$ cat config.mk
export PLATFORM = sky130hd
export DESIGN_NAME = des_decrypt_iter
export DESIGN_NICKNAME = d
export VERILOG_FILES = /design/src/rtl/des_decrypt_iter.sv
export SDC_FILE = /design/constraint.sdc
export NUM_CORES = 1
export LEC_CHECK = 0
export ABC_AREA = 1
export BUFFER_PORTS_ARGS = -buffer_cell sky130_fd_sc_hd__buf_2
export CORE_MARGIN = 5
export CORE_UTILIZATION = 43
export DETAILED_ROUTE_END_ITERATION = 8
export GPL_TIMING_DRIVEN = 0
export PLACE_DENSITY = 0.87
export SLEW_MARGIN = 20
export SYNTH_ARGS = -nofsm -noshare
export SYNTH_HDL_FRONTEND = slang
export SYNTH_SLANG_ARGS = --single-unit
export TNS_END_PERCENT = 100
$ cat constraint.sdc
create_clock -name clk -period 3.17 [get_ports clk]
set_input_delay 0.634 -clock clk [delete_from_list [all_inputs] [get_ports clk]]
set_output_delay 0.634 -clock clk [all_outputs]
set_load 0.02 [all_outputs]
$ cat src/rtl/des_decrypt_iter.sv
// Iterative DES decryption core: one Feistel round per clock, subkeys K16..K1
// derived on the fly by right-rotating C/D from the unrotated PC-1 output.
module des_decrypt_iter #(
    parameter int unsigned ZERO_IDLE_OUT = 1
) (
    input  logic        clk,
    input  logic        rst_n,
    input  logic        in_valid,
    output logic        in_ready,
    input  logic [63:0] data_in,
    input  logic [63:0] key,
    output logic        out_valid,
    input  logic        out_ready,
    output logic [63:0] data_out,
    output logic        busy
);

    // Handshakes: a transfer happens on a rising edge where valid and ready are
    // both high; in_ready is high only in IDLE, out_valid only in DONE.
    localparam logic [1:0] ST_IDLE  = 2'd0;
    localparam logic [1:0] ST_ROUND = 2'd1;
    localparam logic [1:0] ST_DONE  = 2'd2;

    // Table entries are DES bit numbers (1 = MSB of the source vector).
    localparam int PC1_T [56] = '{
        57, 49, 41, 33, 25, 17,  9,  1, 58, 50, 42, 34, 26, 18,
        10,  2, 59, 51, 43, 35, 27, 19, 11,  3, 60, 52, 44, 36,
        63, 55, 47, 39, 31, 23, 15,  7, 62, 54, 46, 38, 30, 22,
        14,  6, 61, 53, 45, 37, 29, 21, 13,  5, 28, 20, 12,  4
    };
    localparam int PC2_T [48] = '{
        14, 17, 11, 24,  1,  5,  3, 28, 15,  6, 21, 10,
        23, 19, 12,  4, 26,  8, 16,  7, 27, 20, 13,  2,
        41, 52, 31, 37, 47, 55, 30, 40, 51, 45, 33, 48,
        44, 49, 39, 56, 34, 53, 46, 42, 50, 36, 29, 32
    };
    localparam int IP_T [64] = '{
        58, 50, 42, 34, 26, 18, 10,  2, 60, 52, 44, 36, 28, 20, 12,  4,
        62, 54, 46, 38, 30, 22, 14,  6, 64, 56, 48, 40, 32, 24, 16,  8,
        57, 49, 41, 33, 25, 17,  9,  1, 59, 51, 43, 35, 27, 19, 11,  3,
        61, 53, 45, 37, 29, 21, 13,  5, 63, 55, 47, 39, 31, 23, 15,  7
    };
    localparam int FP_T [64] = '{
        40,  8, 48, 16, 56, 24, 64, 32, 39,  7, 47, 15, 55, 23, 63, 31,
        38,  6, 46, 14, 54, 22, 62, 30, 37,  5, 45, 13, 53, 21, 61, 29,
        36,  4, 44, 12, 52, 20, 60, 28, 35,  3, 43, 11, 51, 19, 59, 27,
        34,  2, 42, 10, 50, 18, 58, 26, 33,  1, 41,  9, 49, 17, 57, 25
    };
    localparam int E_T [48] = '{
        32,  1,  2,  3,  4,  5,  4,  5,  6,  7,  8,  9,
         8,  9, 10, 11, 12, 13, 12, 13, 14, 15, 16, 17,
        16, 17, 18, 19, 20, 21, 20, 21, 22, 23, 24, 25,
        24, 25, 26, 27, 28, 29, 28, 29, 30, 31, 32,  1
    };
    localparam int P_T [32] = '{
        16,  7, 20, 21, 29, 12, 28, 17,  1, 15, 23, 26,  5, 18, 31, 10,
         2,  8, 24, 14, 32, 27,  3,  9, 19, 13, 30,  6, 22, 11,  4, 25
    };
    // Each box is flattened row-major: index = {row, column}.
    localparam int SBOX [8][64] = '{
        '{14,  4, 13,  1,  2, 15, 11,  8,  3, 10,  6, 12,  5,  9,  0,  7,
           0, 15,  7,  4, 14,  2, 13,  1, 10,  6, 12, 11,  9,  5,  3,  8,
           4,  1, 14,  8, 13,  6,  2, 11, 15, 12,  9,  7,  3, 10,  5,  0,
          15, 12,  8,  2,  4,  9,  1,  7,  5, 11,  3, 14, 10,  0,  6, 13},
        '{15,  1,  8, 14,  6, 11,  3,  4,  9,  7,  2, 13, 12,  0,  5, 10,
           3, 13,  4,  7, 15,  2,  8, 14, 12,  0,  1, 10,  6,  9, 11,  5,
           0, 14,  7, 11, 10,  4, 13,  1,  5,  8, 12,  6,  9,  3,  2, 15,
          13,  8, 10,  1,  3, 15,  4,  2, 11,  6,  7, 12,  0,  5, 14,  9},
        '{10,  0,  9, 14,  6,  3, 15,  5,  1, 13, 12,  7, 11,  4,  2,  8,
          13,  7,  0,  9,  3,  4,  6, 10,  2,  8,  5, 14, 12, 11, 15,  1,
          13,  6,  4,  9,  8, 15,  3,  0, 11,  1,  2, 12,  5, 10, 14,  7,
           1, 10, 13,  0,  6,  9,  8,  7,  4, 15, 14,  3, 11,  5,  2, 12},
        '{ 7, 13, 14,  3,  0,  6,  9, 10,  1,  2,  8,  5, 11, 12,  4, 15,
          13,  8, 11,  5,  6, 15,  0,  3,  4,  7,  2, 12,  1, 10, 14,  9,
          10,  6,  9,  0, 12, 11,  7, 13, 15,  1,  3, 14,  5,  2,  8,  4,
           3, 15,  0,  6, 10,  1, 13,  8,  9,  4,  5, 11, 12,  7,  2, 14},
        '{ 2, 12,  4,  1,  7, 10, 11,  6,  8,  5,  3, 15, 13,  0, 14,  9,
          14, 11,  2, 12,  4,  7, 13,  1,  5,  0, 15, 10,  3,  9,  8,  6,
           4,  2,  1, 11, 10, 13,  7,  8, 15,  9, 12,  5,  6,  3,  0, 14,
          11,  8, 12,  7,  1, 14,  2, 13,  6, 15,  0,  9, 10,  4,  5,  3},
        '{12,  1, 10, 15,  9,  2,  6,  8,  0, 13,  3,  4, 14,  7,  5, 11,
          10, 15,  4,  2,  7, 12,  9,  5,  6,  1, 13, 14,  0, 11,  3,  8,
           9, 14, 15,  5,  2,  8, 12,  3,  7,  0,  4, 10,  1, 13, 11,  6,
           4,  3,  2, 12,  9,  5, 15, 10, 11, 14,  1,  7,  6,  0,  8, 13},
        '{ 4, 11,  2, 14, 15,  0,  8, 13,  3, 12,  9,  7,  5, 10,  6,  1,
          13,  0, 11,  7,  4,  9,  1, 10, 14,  3,  5, 12,  2, 15,  8,  6,
           1,  4, 11, 13, 12,  3,  7, 14, 10, 15,  6,  8,  0,  5,  9,  2,
           6, 11, 13,  8,  1,  4, 10,  7,  9,  5,  0, 15, 14,  2,  3, 12},
        '{13,  2,  8,  4,  6, 15, 11,  1, 10,  9,  3, 14,  5,  0, 12,  7,
           1, 15, 13,  8, 10,  3,  7,  4, 12,  5,  6, 11,  0, 14,  9,  2,
           7, 11,  4,  1,  9, 12, 14,  2,  0,  6, 10, 13, 15,  3,  5,  8,
           2,  1, 14,  7,  4, 10,  8, 13, 15, 12,  9,  0,  3,  5,  6, 11}
    };

    function automatic logic [55:0] pc1_perm(input logic [63:0] k);
        logic [55:0] o;
        o = '0;
        for (int i = 0; i < 56; i++) o[6'(55 - i)] = k[6'(64 - PC1_T[i])];
        return o;
    endfunction

    function automatic logic [47:0] pc2_perm(input logic [55:0] cd);
        logic [47:0] o;
        o = '0;
        for (int i = 0; i < 48; i++) o[6'(47 - i)] = cd[6'(56 - PC2_T[i])];
        return o;
    endfunction

    function automatic logic [63:0] ip_perm(input logic [63:0] x);
        logic [63:0] o;
        o = '0;
        for (int i = 0; i < 64; i++) o[6'(63 - i)] = x[6'(64 - IP_T[i])];
        return o;
    endfunction

    function automatic logic [63:0] fp_perm(input logic [63:0] x);
        logic [63:0] o;
        o = '0;
        for (int i = 0; i < 64; i++) o[6'(63 - i)] = x[6'(64 - FP_T[i])];
        return o;
    endfunction

    function automatic logic [47:0] e_expand(input logic [31:0] x);
        logic [47:0] o;
        o = '0;
        for (int i = 0; i < 48; i++) o[6'(47 - i)] = x[5'(32 - E_T[i])];
        return o;
    endfunction

    function automatic logic [31:0] p_perm(input logic [31:0] x);
        logic [31:0] o;
        o = '0;
        for (int i = 0; i < 32; i++) o[5'(31 - i)] = x[5'(32 - P_T[i])];
        return o;
    endfunction

    function automatic logic [31:0] s_sub(input logic [47:0] x);
        logic [31:0] o;
        logic [5:0]  six;
        o = '0;
        for (int j = 0; j < 8; j++) begin
            six = x[6'(47 - 6 * j) -: 6];
            o[5'(31 - 4 * j) -: 4] = 4'(SBOX[3'(j)][{six[5], six[0], six[4:1]}]);
        end
        return o;
    endfunction

    logic [1:0]  state;
    logic [3:0]  rnd;
    logic [31:0] l, r;
    logic [27:0] c, d;

    logic [47:0] k_sub;
    logic [31:0] f_out, l_nxt, r_nxt;
    logic [1:0]  rot_amt;
    logic [27:0] c_rot, d_rot;

    always_comb begin
        k_sub = pc2_perm({c, d});
        f_out = p_perm(s_sub(e_expand(r) ^ k_sub));
        l_nxt = r;
        r_nxt = l ^ f_out;
        // Right rotations undo the encryption left shifts, walking C16/D16 back to C1/D1.
        case (rnd)
            4'd0, 4'd7, 4'd14: rot_amt = 2'd1;
            4'd15:             rot_amt = 2'd0;
            default:           rot_amt = 2'd2;
        endcase
        case (rot_amt)
            2'd1:    begin c_rot = {c[0], c[27:1]};   d_rot = {d[0], d[27:1]};   end
            2'd2:    begin c_rot = {c[1:0], c[27:2]}; d_rot = {d[1:0], d[27:2]}; end
            default: begin c_rot = c;                 d_rot = d;                 end
        endcase
    end

    always_ff @(posedge clk) begin
        if (!rst_n) begin
            state    <= ST_IDLE;
            rnd      <= 4'd0;
            l        <= '0;
            r        <= '0;
            c        <= '0;
            d        <= '0;
            data_out <= '0;
        end else begin
            case (state)
                ST_IDLE: begin
                    if (in_valid) begin
                        {l, r} <= ip_perm(data_in);
                        {c, d} <= pc1_perm(key);
                        rnd    <= 4'd0;
                        state  <= ST_ROUND;
                    end
                end
                ST_ROUND: begin
                    l   <= l_nxt;
                    r   <= r_nxt;
                    c   <= c_rot;
                    d   <= d_rot;
                    rnd <= rnd + 4'd1;
                    if (rnd == 4'd15) begin
                        // Final halves are swapped before FP.
                        data_out <= fp_perm({r_nxt, l_nxt});
                        state    <= ST_DONE;
                    end
                end
                ST_DONE: begin
                    if (out_ready) begin
                        state <= ST_IDLE;
                        if (ZERO_IDLE_OUT != 0) data_out <= '0;
                    end
                end
                default: state <= ST_IDLE;
            endcase
        end
    end

    assign in_ready  = (state == ST_IDLE);
    assign out_valid = (state == ST_DONE);
    assign busy      = (state == ST_ROUND) || (state == ST_DONE);

endmodule

# == Word level (Yosys, flattened, before mapping) ==
# Memories as Yosys holds them, arrays and structs flattened.
# Index checks and enable logic that the tools add are counted.
# totals
reg_bits,162
latchBits,0
mem_bits_rw,0
rom_bits,8192
in_bits,132
output_inout_bits,67
word_cells,67
mem_count,4
# memory_table
name,words,word_bits,read_ports,rd_ports_with_merged_regs,wr,line,text
(no name shown),64,32,1,0,0,143,"o[5'(31 - 4 * j) -: 4] = 4'(SBOX[3'(j)][{six[5], six[0], six[4:1]}]);"
(no name shown),64,32,1,0,0,143,
(no name shown),64,32,1,0,0,143,
(no name shown),64,32,1,0,0,143,
# classes
add_sub_neg,1
mul,0
div,0
n_lt_le_gt_ge,4
n_eq_ne,11
shift,0
mux,25
n_bitwise,6
n_reduce_logical,10
# op_table
cell,count
2-to-1 mux 64 bit,2
one-hot mux 32 bit (2 select lines),2
one-hot mux 64 bit (2 select lines),1
one-hot mux 28 bit (2 select lines),2
2-to-1 mux 32 bit,2
bitwise XOR 32 x 16 -> 32 bit,1
greater-or-equal comparator 7 bit (second input constant),4
2-to-1 mux 28 bit,1
inverter 6 -> 7 bit,4
bitwise XOR 24 bit,1
2-to-1 mux 3 bit,4
2-to-1 mux 4 bit,3
2-to-1 mux 2 bit,5
AND reduction 3 bit,3
equality test 4 bit (second input constant),2
one-hot mux 4 bit (2 select lines),1
one-hot mux 2 bit (3 select lines),1
adder 4 x 1 -> 4 bit (second input constant),1
equality test 2 x 1 -> 1 bit (second input constant),2
equality test 2 bit (second input constant),2
equality test 4 x 3 -> 1 bit (second input constant),1
zero test 4 bit,1
!= test 2 bit (second input constant),2
one-hot mux 2 bit (2 select lines),1
other kinds (7),8

# == Logic depth before layout (Yosys ltp) ==
# depth
ltp_word,7
ltp_mapped,8
mapped_depth_nobuf,8

# == Least setup slack after synthesis ==
# No wires, ideal clock.
# synth_timing
kind,reg2reg
start,reg state[0]
end,reg data_out[13]
setup_time_ps,110
t_arrival_ps,1473
t_required_ps,3060
path_slack_ps,1587
path_stages_with_launch,8
path_buffers,2
synth_period_minus_slack_ps,1583
path_cell_list,dfxtp_1 > inv_1 > ha_1 > buf_2 > buf_1 > nand4_1 > nand2_1 > nor2_1
# synth_via
elab_chain_len,3
elab_cells_between_ends,7
cone_classes,eq/ne: 4; mux: 1; reduce/logical: 2
# synth_rtl
element,line,text
start: declaration,148,logic [1:0] state;
start signal: assignment,178,state <= ST_IDLE;
start signal: assignment,192,state <= ST_ROUND;
start signal: assignment,204,state <= ST_DONE;
equality test 2 x 1 -> 1 bit or equality test 2 bit (tied branches),186,case (state)
!= test 2 bit (no source line) (tied with other cells),n/a,
AND reduction 3 bit (no source line),n/a,
end signal: assignment,203,"data_out <= fp_perm({r_nxt, l_nxt});"
end: declaration,14,"output logic [63:0] data_out,"
# Parallel ways exist; a longest one is shown, timed or not.
# A chain may end at the register's enable or synchronous reset.

# == Worst setup path in the final report ==
# layout_timing
start,reg state[0]
end,out in_ready
# layout_via
elab_chain_len,1
# layout_rtl
element,line,text
zero test 2 bit,218,assign in_ready = (state == ST_IDLE);
end: declaration,9,"output logic in_ready,"
# Every way passes these cells.

==> key figures <==
Clocking
  – Worst-path clk slew: 0.08 ns
  – Hold-fix buffers, CTS: 0
  – H-tree depth: 2
  – TritonCTS clock tree: done
  – CTS Buf Count: 5
  – Clock Latency Late Sink: around 0.31 ns
  – Root Driver: clkbuf_8
  – Max Root-Sink Buffers: 2
  – Post-CTS setup buffer count: 0
  – # clock sinks: between 40 and 50
  – Post_cts resized: 0

STA
  – # setup viols final: 0
  – Fin crit share: approximately three fifths
  – Worst hold slack: about 0.46 ns
  – Setup TNS: 0 ns
  – Final Max Slew Viols: 0
  – Worst Skew: 0.00452 ns
  – Fmax: 0.539 GHz
  – Endpoints failing hold: 0
  – Post-route minimum period: 1.85 ns
  – Unrepaired setup endpoints after global routing: no

Pwr
  – Reg power frac: 31.8%
  – Logic gate share of total power: ~51%
  – Internal: 1.44 mW
  – PwrDens: roughly 840 mW/mm2
  – Final Power: 2.59 mW
  – Sw frac: between 40% and 50%
  – NetSw: 1.15 mW
  – Clock Power Share: 16.9%
  – Leak: between 1.5 and 2 nW
  – Worst vdd ir: 0.000399 V

Detailed routing
  – DR WL/cell: about 11 um
  – DRT Wirelength: ~5700 um
  – Routed met1 length: between 2000 and 2500 um
  – Initial drt markers: 90
  – Antenna-violating nets left: 0
  – Metal2 WL: about 2700 um
  – Via count: around 2.3k
  – DR vias/cell: 4.30
  – DR WL met3: roughly 570 um
  – Pre-antenna DRT Iters: 4
  – Drt drc: 0
  – Max Used Layer: met4

Logic synthesis
  – Ys async rst share: 0%
  – Cells after Synth: roughly 360
  – Top FF cell, synth: dfxtp_1
  – Post-synth cell types: 25
  – YS warnings: 0
  – Sequential share of the synthesized area: approximately 37%
  – Post-Syn Area per Cell: around 6.9 um2
  – Synthesized area: ~0.0025 mm2
  – Number of synthesized flops with an enable pin: 0
  – Synthesized flop and latch total: 46

GRT
  – Initial antenna violation count: 0
  – Via count of the first global-routing pass: between 2k and 2.5k
  – Grt total ovfl: 0
  – First-pass GRT wire length: 9160 um
  – Pin count of the biggest net entering global routing: 15
  – Total track usage: between 10% and 20%

Worst setup path
  – CP Cell Sequence: inv_1 -> ha_1 -> buf_2
  – Worst reg2reg setup slack: roughly 1.5 ns
  – Critical-path top delay cell: dfxtp_1
  – CP arrival: around 1.2 ns
  – Maximum fanout along the worst path: 5
  – CP top delay family: flip-flops
  – Setup crit start: state[0]
  – Startpoint types: register
  – Crit path kind: register to output port
  – Crit-path max cell delay: 0.32 ns
  – Reg-to-Reg Start: state[1]
  – Critical Path RT: around 2.5 ns
  – Critical path buffer and inverter count: 2
  – Crit. End Element: output port

Cells and area
  – Most common cell after layout, fill and taps aside: nand2_1
  – # nets final: 590
  – Inserted Diodes: 0
  – Layout cell share with drive strength beyond 1: 24.4%
  – Filler Cells Inserted: between 500 and 600
  – Most frequent cells in the layout: nand2_1 (114), buf_4 (51), conb_1 (48)
  – Area delta synth->final: 22.4%

Placement
  – Placer Congestion: between 0.8 and 0.9
  – Port Buffer Count: 37
  – DP Wirelength: between 4000 and 5000 um

Min path
  – Worst Hold Launch: l_nxt[15]
  – Hold crit path type: register to register

Die
  – Full die area: 0.00745 mm2
  – IO Count: a little under 200
  – Die Span Y: about 86 um
  – Die Width: roughly 86 um
  – Rows: 27
  – Initial core utilization: between 40 and 50%
  – Core area: 0.00557 mm2

Outcome
  – Status: finished, final reports clean

Flow run
  – Maxcap violations: 0
-- through the flow --
step / setup WS [ns] / cells / cell area, um2 / utilization [%]
finish: 1.32 / 527 / 3070 / 55.0
global placement: 1.56 / 519 / 2960 / 53.0
CTS: 1.31 / 527 / 3070 / 55.0
detailed placement: 1.53 / 519 / 2960 / 53.0
global route: 1.26 / 527 / 3070 / 55.0
floorplan: 1.59 / 410 / 2680 / -
-- final timing paths --
| kind | to | cells after the start |
|---|---|---|
| worst min-delay path | l_nxt[15] | 2 |
| worst max register to register | data_out[21] | 7 |
| worst max-delay path | in_ready | 3 |
| worst min register to register | l_nxt[15] | 2 |
-- routing by layer --
layer | track usage (%) | vias to the layer above
li1 | - | 1199
met1 | 17.4 | 963
met2 | 26.6 | 93
met3 | 5.04 | 11
met4 | 7.08 | 0
met5 | 0 | -
-- synth_stat cells (3+ instances only) --
| cell | count | share of area (%) |
|---|---|---|
| a21oi_1 | 22 | 4.4 |
| buf_2 | 3 | 0.60 |
| buf_4 | 51 | 15 |
| buf_6 | 5 | 2.2 |
| dfxtp_1 | 46 | 37 |
| ha_1 | 4 | 2.0 |
| inv_1 | 38 | 5.7 |
| nand2_1 | 114 | 17 |
| nand3_1 | 5 | 1.0 |
| nand4_1 | 16 | 4.0 |
| nor2_1 | 35 | 5.2 |
| o21ai_0 | 7 | 1.4 |
-- sequential cells by signal, indices dropped and copies added, names as in the netlist --
signal,flops
data_out,16
l_nxt,16
l,8
rnd,4
state,2
-- area by class of cell --
class	instances	area, um2	share of cell area, %
multi-input cells	260	1140	37.1
flip-flops and latches	46	921	30.0
plain buffers	63	469	15.3
repair buffers	37	185	6.04
inverters	41	154	5.02
well taps	72	90.1	2.94
clock buffers	6	72.6	2.37
clock inverters	2	37.5	1.22
-- worst register-to-register path, cell delays in order (launching register included) --
cell     delay (ns)
dfxtp_1        0.36
inv_1          0.08
ha_1           0.31
buf_2          0.21
buf_1          0.33
nand4_1        0.15
nand2_1        0.10
nor2_1         0.04
-- power by group through the flow --
stage / logic, mW / clock network, mW / registers (mW)
after floorplan: 0.987 / 0 / 0.871
after global placement: 1.29 / 0 / 0.823
after detailed placement: 1.32 / 0 / 0.834
after CTS: 1.33 / 0.446 / 0.822
after global routing: 1.49 / 0.476 / 0.838
final: 1.33 / 0.439 / 0.824
-- kinds of logic after synthesis --
| kind of cell | Yosys count | synth area share, % |
|---|---|---|
| other cells | 1 | 0.150 |
| compound gates | 32 | 6.55 |
| flops | 46 | 36.8 |
| simple gates | 176 | 29.6 |
| buf+inv | 104 | 24.9 |
| fa+ha+maj | 4 | 2.00 |
Power figures use the tool's default switching activity.
